**config.mk**
```make
export PLATFORM = sky130hd
export DESIGN_NAME = mall_gate_sensor
export DESIGN_NICKNAME = d
export VERILOG_FILES = /design/src/rtl/mall_gate_sensor.sv
export SDC_FILE = /design/constraint.sdc
export NUM_CORES = 1
export LEC_CHECK = 0
export CORE_AREA = 2 2 94 96
export CTS_BUF_LIST = sky130_fd_sc_hd__clkbuf_8
export DETAILED_ROUTE_END_ITERATION = 6
export DIE_AREA = 0 0 96 98
export PLACE_DENSITY = 0.49
export RECOVER_POWER = 50
export REMOVE_ABC_BUFFERS = 1
export SYNTH_ARGS = -nofsm -noshare
export SYNTH_HDL_FRONTEND = slang
export SYNTH_SLANG_ARGS = --single-unit
```
**constraint.sdc**
```tcl
create_clock -name clock -period 5.1 [get_ports clock]
set_input_delay 1.02 -clock clock [delete_from_list [all_inputs] [get_ports clock]]
set_output_delay 1.02 -clock clock [all_outputs]
set_load 0.02 [all_outputs]
```
**src/rtl/mall_gate_sensor.sv**
```systemverilog
// Doorway direction decoder: two IR beams are synchronised, debounced and decoded into
// single-cycle entry/exit/fault pulses, plus a saturating occupancy count for the full lamp.
module mall_gate_sensor #(
  parameter int DEBOUNCE = 4,
  parameter int TIMEOUT  = 1000,
  parameter int CAPACITY = 15
) (
  input  logic       clock,
  input  logic       reset,
  input  logic       beam_a,
  input  logic       beam_b,
  output logic       entry_pulse,
  output logic       exit_pulse,
  output logic       fault,
  output logic [3:0] occupancy,
  output logic       full,
  output logic       empty
);

  localparam logic [2:0] IDLE  = 3'd0;
  localparam logic [2:0] IN1   = 3'd1;
  localparam logic [2:0] IN2   = 3'd2;
  localparam logic [2:0] IN3   = 3'd3;
  localparam logic [2:0] OUT1  = 3'd4;
  localparam logic [2:0] OUT2  = 3'd5;
  localparam logic [2:0] OUT3  = 3'd6;
  localparam logic [2:0] ABORT = 3'd7;

  // Filtered beam symbol, bit 0 = A, bit 1 = B.
  localparam logic [1:0] S_NONE = 2'b00;
  localparam logic [1:0] S_A    = 2'b01;
  localparam logic [1:0] S_B    = 2'b10;
  localparam logic [1:0] S_AB   = 2'b11;

  localparam logic [7:0]  DB_LAST  = 8'(DEBOUNCE - 1);
  localparam logic [15:0] TMO_LAST = 16'(TIMEOUT - 1);
  localparam logic [3:0]  CAP      = 4'(CAPACITY);

  logic [1:0]  sync1;
  logic [1:0]  sync2;
  logic [1:0]  filt;
  logic [7:0]  db_cnt [2];
  logic [2:0]  state;
  logic [2:0]  nxt;
  logic [15:0] tmo_cnt;
  logic        in_passage;
  logic        go_entry;
  logic        go_exit;
  logic        go_fault;

  always_ff @(posedge clock or posedge reset) begin
    if (reset) begin
      sync1     <= 2'b00;
      sync2     <= 2'b00;
      filt      <= 2'b00;
      db_cnt[0] <= 8'd0;
      db_cnt[1] <= 8'd0;
    end else begin
      sync1 <= {beam_b, beam_a};
      sync2 <= sync1;
      for (int i = 0; i < 2; i++) begin
        if (sync2[i] == filt[i]) begin
          db_cnt[i] <= 8'd0;
        end else if (db_cnt[i] == DB_LAST) begin
          filt[i]   <= sync2[i];
          db_cnt[i] <= 8'd0;
        end else begin
          db_cnt[i] <= db_cnt[i] + 8'd1;
        end
      end
    end
  end

  assign in_passage = (state != IDLE) && (state != ABORT);

  always_comb begin
    nxt      = state;
    go_entry = 1'b0;
    go_exit  = 1'b0;
    go_fault = 1'b0;
    case (state)
      IDLE: begin
        case (filt)
          S_A:  nxt = IN1;
          S_B:  nxt = OUT1;
          S_AB: begin nxt = ABORT; go_fault = 1'b1; end
          default: ;
        endcase
      end
      IN1: begin
        case (filt)
          S_AB:   nxt = IN2;
          S_NONE: nxt = IDLE;
          S_B:    begin nxt = ABORT; go_fault = 1'b1; end
          default: ;
        endcase
      end
      IN2: begin
        case (filt)
          S_B:    nxt = IN3;
          S_A:    nxt = IN1;
          S_NONE: begin nxt = ABORT; go_fault = 1'b1; end
          default: ;
        endcase
      end
      IN3: begin
        case (filt)
          S_NONE: begin nxt = IDLE; go_entry = 1'b1; end
          S_AB:   nxt = IN2;
          S_A:    begin nxt = ABORT; go_fault = 1'b1; end
          default: ;
        endcase
      end
      OUT1: begin
        case (filt)
          S_AB:   nxt = OUT2;
          S_NONE: nxt = IDLE;
          S_A:    begin nxt = ABORT; go_fault = 1'b1; end
          default: ;
        endcase
      end
      OUT2: begin
        case (filt)
          S_A:    nxt = OUT3;
          S_B:    nxt = OUT1;
          S_NONE: begin nxt = ABORT; go_fault = 1'b1; end
          default: ;
        endcase
      end
      OUT3: begin
        case (filt)
          S_NONE: begin nxt = IDLE; go_exit = 1'b1; end
          S_AB:   nxt = OUT2;
          S_B:    begin nxt = ABORT; go_fault = 1'b1; end
          default: ;
        endcase
      end
      default: begin
        if (filt == S_NONE) nxt = IDLE;
      end
    endcase
    // A stalled passage only times out if the beams did not move it elsewhere this cycle.
    if (in_passage && (nxt == state) && (tmo_cnt == TMO_LAST)) begin
      nxt      = ABORT;
      go_fault = 1'b1;
    end
  end

  always_ff @(posedge clock or posedge reset) begin
    if (reset) begin
      state       <= IDLE;
      tmo_cnt     <= 16'd0;
      entry_pulse <= 1'b0;
      exit_pulse  <= 1'b0;
      fault       <= 1'b0;
      occupancy   <= 4'd0;
    end else begin
      state       <= nxt;
      tmo_cnt     <= ((nxt != state) || !in_passage) ? 16'd0 : tmo_cnt + 16'd1;
      entry_pulse <= go_entry;
      exit_pulse  <= go_exit;
      fault       <= go_fault;
      if (go_entry && (occupancy != CAP)) occupancy <= occupancy + 4'd1;
      else if (go_exit && (occupancy != 4'd0)) occupancy <= occupancy - 4'd1;
    end
  end

  assign full  = (occupancy == CAP);
  assign empty = (occupancy == 4'd0);

endmodule

```
Word level (Yosys, flattened, before mapping)
Cells that the tools add are included.
{ "totals": {"register_bits": 48, "output_inout_bits": 9, "word_cells": 81} }
{ "classes": {"addsub": 5, "eq_ne": 19, "n_mux": 25, "n_bitwise": 2, "reduce_logical": 18} }
{ "ops": {"columns": ["cell", "n"], "rows": [
  ["$pmux 3 s3", 7],
  ["$mux 8", 4],
  ["$pmux 3 s7", 1],
  ["$add 16x1->16 const B", 1],
  ["$add 8x1->8 const B", 2],
  ["$eq 16x10->1 const B", 1],
  ["$eq 8x2->1 const B", 2],
  ["$mux 16", 1],
  ["$eq 3x3->1 const B", 3],
  ["$mux 4", 2],
  ["$mux 1", 7],
  ["$eq 3x2->1 const B", 2],
  ["$mux 3", 2],
  ["$reduce_or 2->1", 3],
  ["$logic_and 1x1->1", 5],
  ["$add 4x1->4 const B", 1],
  ["$eq 2x2->1 const B", 2],
  ["$eq 4x4->1 const B", 1],
  ["$logic_not 4->1", 1],
  ["$ne 4x4->1 const B", 1],
  ["$pmux 1 s4", 1],
  ["$reduce_and 2->1", 2],
  ["$reduce_bool 4->1", 1],
  ["$sub 4x1->4 const B", 1],
  ["13 further kinds", 15]
]} }

Logic depth before layout (Yosys ltp)
{ "logic_depth": {"ltp_word": 10, "depth_mapped": 8, "mapped_depth_nobuf": 8} }

Least setup slack after synthesis
Ideal clock, no wire load.
{ "synth_timing": {"path_kind": "flip-flop to flip-flop", "start": "register occupancy[1]", "end": "register occupancy[3]", "t_arrival_ps": 2339, "required_ps": 4970, "setup_slack_ps": 2631, "stages_incl_launch_ff": 9, "period_less_slack_ps": 2469, "path_cell_list": "dfrtp_1 > and4_1 > or4b_1 > ha_1 > a21o_1 > a21oi_1 > xnor2_1 > nand2_1 > xnor2_1"} }
{ "synth_via": {"elab_chain_len": 3} }
{ "synth_lines": {"columns": ["item", "line", "rtl"], "rows": [
  ["from (decl)", "15", "output logic [3:0] occupancy,"],
  ["from (signal assigned)", "163", "if (go_entry && (occupancy != CAP)) occupancy <= occupancy + 4'd1;"],
  ["from (signal assigned)", "164", "else if (go_exit && (occupancy != 4'd0)) occupancy <= occupancy - 4'd1;"],
  ["$sub 4x1->4, or another cell as far along", "164", null],
  ["$mux 4, or another cell as far along", "164", null],
  ["$mux 4 or $reduce_bool 2->1 (tied branches)", null, null]
]} }
Several ways; a longest one is shown, not always the timed one. The select of a mux whose other input is x is not followed.
A chain may end at the register's enable or synchronous reset.

==> metrics.csv <==
stage,metric,value,unit
power,worst vdd ir,0.000260,V
detailed_routing,via count,1746,
detailed_routing,first-pass iteration count of the detailed router,4,
setup_path,Critical Path Sink Type,asynchronous set/reset pin,
clocking,Post-CTS Setup Inserts,0,
finish,# fillers,854,
floorplan,Die Area,0.00941,sq mm
yosys,commonest register cell after synthesis,dfrtp_1,
finish,n_diodes,0,
clocking,Num CTS Buffers,5,
global_routing,vias in the first global route,1755,
power,total internal power,827,uW
yosys,Post-synth ARST share,100,%
setup_path,Critical-path top delay cell,inv_1,
power,part of the power in registers,43.3,%
power,leakage,1.15,nW
yosys,distinct cell type count after synthesis,49,
floorplan,Die Ht,98,um
setup_path,crit-path cells,dlygate4sd3_1 > inv_1,
sta,maximum clock rate,355,MHz
detailed_routing,DRT iter0 DRCs,82,
sta,"Setup violations, final",0,
clocking,Sink Count,48,
finish,FF/Latch Area,0.00120,sq mm
yosys,Syn Inst Count,250,
setup_path,"Largest delay share family, worst path",buffers and inverters,
yosys,area of the mapped netlist,0.00247,sq mm
sta,Tcrit/Tclk final,55.3,%
global_routing,initial antenna violation count,0,
finish,share of cells above drive strength 1,5.75,%
finish,"commonest non-fill, non-tap cell in the layout",dfrtp_1,
yosys,Post-synth EDFFs,0,
global_routing,grt ovf,0,
clocking,# H-tree levels,2,
yosys,Mapped Avg Cell Area,9.90,sq um
yosys,Yosys warning total,0,
power,Sw Ratio,38.7,%
sta,fin. max-slew vios,49,
floorplan,I/O pin count,13,
finish,Final Cell Area,0.00280,sq mm
setup_path,Crit path largest cell delay,1.31,ns
hold_path,Hold Path Class,register to register,
clocking,post-CTS resize count,0,
clocking,CTS Root Cell,clkbuf_8,
sta,RSZ-0062 raised after global routing,false,
clocking,Worst-Skew Late Latency,0.30,ns
floorplan,CORE AREA,0.00847,sq mm
clocking,TritonCTS clock tree,done,
place,IO buf count,12,
sta,final hold violations,0,
detailed_routing,Via density,4.73,
sta,worst-margin pin slew,1.85,ns
yosys,"Seq/Total Area, Yosys",48.5,%
yosys,Synth Register Bits,48,
setup_path,crit-path max FO,48,
sta,min Tclk post-route,2.82,ns
finish,most frequent cells in the layout,"48 x dfrtp_1, 40 x nor2_1, 19 x xor2_1",
place,Final Wtd Congestion,0.802,
sta,Slew headroom,-23.4,%
finish,area of the multi-input gates,0.00121,sq mm
finish,Synth-to-Final Area Change,13.0,%
setup_path,crit path kind,primary input to asynchronous set/reset pin,
sta,Setup Skew,0.00192,ns
setup_path,CP arrival,2.89,ns
detailed_routing,post-route ant nets,0,
clocking,CTS hold repair buffers,0,
place,DP HPWL,3110,um
global_routing,largest net degree at the start of global routing,49,
global_routing,Total GRT Usage,10.7,%
power,clock network power share,20.9,%
run_status,run status,"finished, violations left",
finish,Final #Nets,270,
floorplan,Initial Util,29.2,%
sta,Setup TNS,0,ns
detailed_routing,final wirelength,4500,um
detailed_routing,DRC viols,0,
detailed_routing,average wire per standard cell,12.2,um
power,power share of the combinational group,35.8,%
clocking,CTS Buffer Depth,2,
setup_path,critical path required time,5.17,ns
run_status,failing checks,"max-capacitance violations, max-slew violations",
setup_path,Startpoint Class,primary input,
clocking,Worst-path clk slew,0.09,ns
power,sw power,521,uW
power,PwrDens,482,mW/mm^2
setup_path,number of buffers and inverters on the critical path,2,
place,Post-DP Area,0.00269,sq mm
floorplan,row count,34,
job,max-cap violations,1,
floorplan,Die X,96,um
global_routing,first-pass GRT wire length,8050,um
setup_path,r2r setup slk,2.48,ns
## cell usage after synthesis, types with 2 or more instances
cell,count,area [sq um]
clkbuf_1,4,15.0
o311ai_0,2,17.5
buf_2,2,10.0
nand2b_1,2,12.5
a21oi_1,6,30.0
inv_1,5,18.8
xnor2_1,15,131
dfrtp_1,48,1200
nand2_1,17,63.8
xor2_1,19,166
nor2_1,40,150
nor4b_1,2,17.5
o21ai_0,4,20.0
nor3_1,3,15.0
and4_1,3,26.3
nor4_1,3,18.8
nand4_1,5,31.3
or2_2,2,12.5
nor2b_1,5,31.3
ha_1,5,62.6
mux2_2,4,45.0
nand3_1,17,85.1
a21o_1,2,15.0
nor3b_1,2,15.0
and3_1,7,43.8
buf_1,2,7.51
o22ai_1,2,12.5
## power groups by stage
stage / clock [mW] / sequential (mW) / combinational, mW
after global routing: 0.313 / 0.605 / 0.547
after floorplan: 0 / 0.586 / 0.333
after global placement: 0 / 0.587 / 0.492
final: 0.281 / 0.584 / 0.483
after CTS: 0.295 / 0.583 / 0.494
after detailed placement: 0 / 0.591 / 0.490
## logic make-up (layout without fill, tap and decap cells)
group,after synthesis,in the layout,share of synthesized area (%)
xor gates and xnor gates,34,34,12.0
AOI/OAI and AO/OA,29,29,8.34
and+or+nand+nor,114,114,23.2
DFF,48,48,48.5
muxes,5,5,2.22
adders and majority gates,6,6,3.34
buffers and inverters,14,25,2.38
## registers in the layout, indices dropped and copies added, names as in the netlist
register     count
db_cnt          16
sync2            2
occupancy        4
entry_pulse      1
filt             2
tmo_cnt         16
sync1            2
state            3
fault            1
exit_pulse       1
## cell type report
type | count | area share (%)
clock inverter | 3 | 1.66
tap | 108 | 4.83
inverter | 5 | 0.671
timing repair buffer | 12 | 4.30
sequential | 48 | 43.0
multi-input combinational | 188 | 43.1
clock buffer | 5 | 2.46
## worst paths after layout
path,from,end,cells after the start
min in group asynchronous,reset,db_cnt[2],2
max in group clock,occupancy[0],empty,2
worst min register to register,sync1[0],sync2[0],0
worst max register to register,filt[0],occupancy[3],8
worst min-delay path,sync1[0],sync2[0],0
worst max-delay path,reset,tmo_cnt[11],2
## per-stage QoR
stage | power, mW | hold slack [ns] | util [%] | cells | worst slack (ns)
6_report | 1.35 | 0.362 | 33.0 | 369 | 2.28
5_1_grt | 1.47 | 0.373 | 33.0 | 369 | 1.84
4_1_cts | 1.37 | 0.361 | 33.1 | 369 | 2.15
3_5_place_dp | 1.08 | 0.342 | 31.8 | 361 | 2.50
3_3_place_gp | 1.08 | 0.335 | 31.8 | 361 | 2.51
2_1_floorplan | 0.920 | 0.331 | - | 241 | 2.63
## routing by layer
layer / part of all wire [%] / GRT usage (%) / vias up
met5: 0 / 0 / -
met4: 2.1 / 5.27 / 0
met3: 2.0 / 2.31 / 6
met2: 45 / 14.9 / 16
met1: 51 / 15.4 / 837
li1: - / - / 887
(Power assumes the default switching activity.)
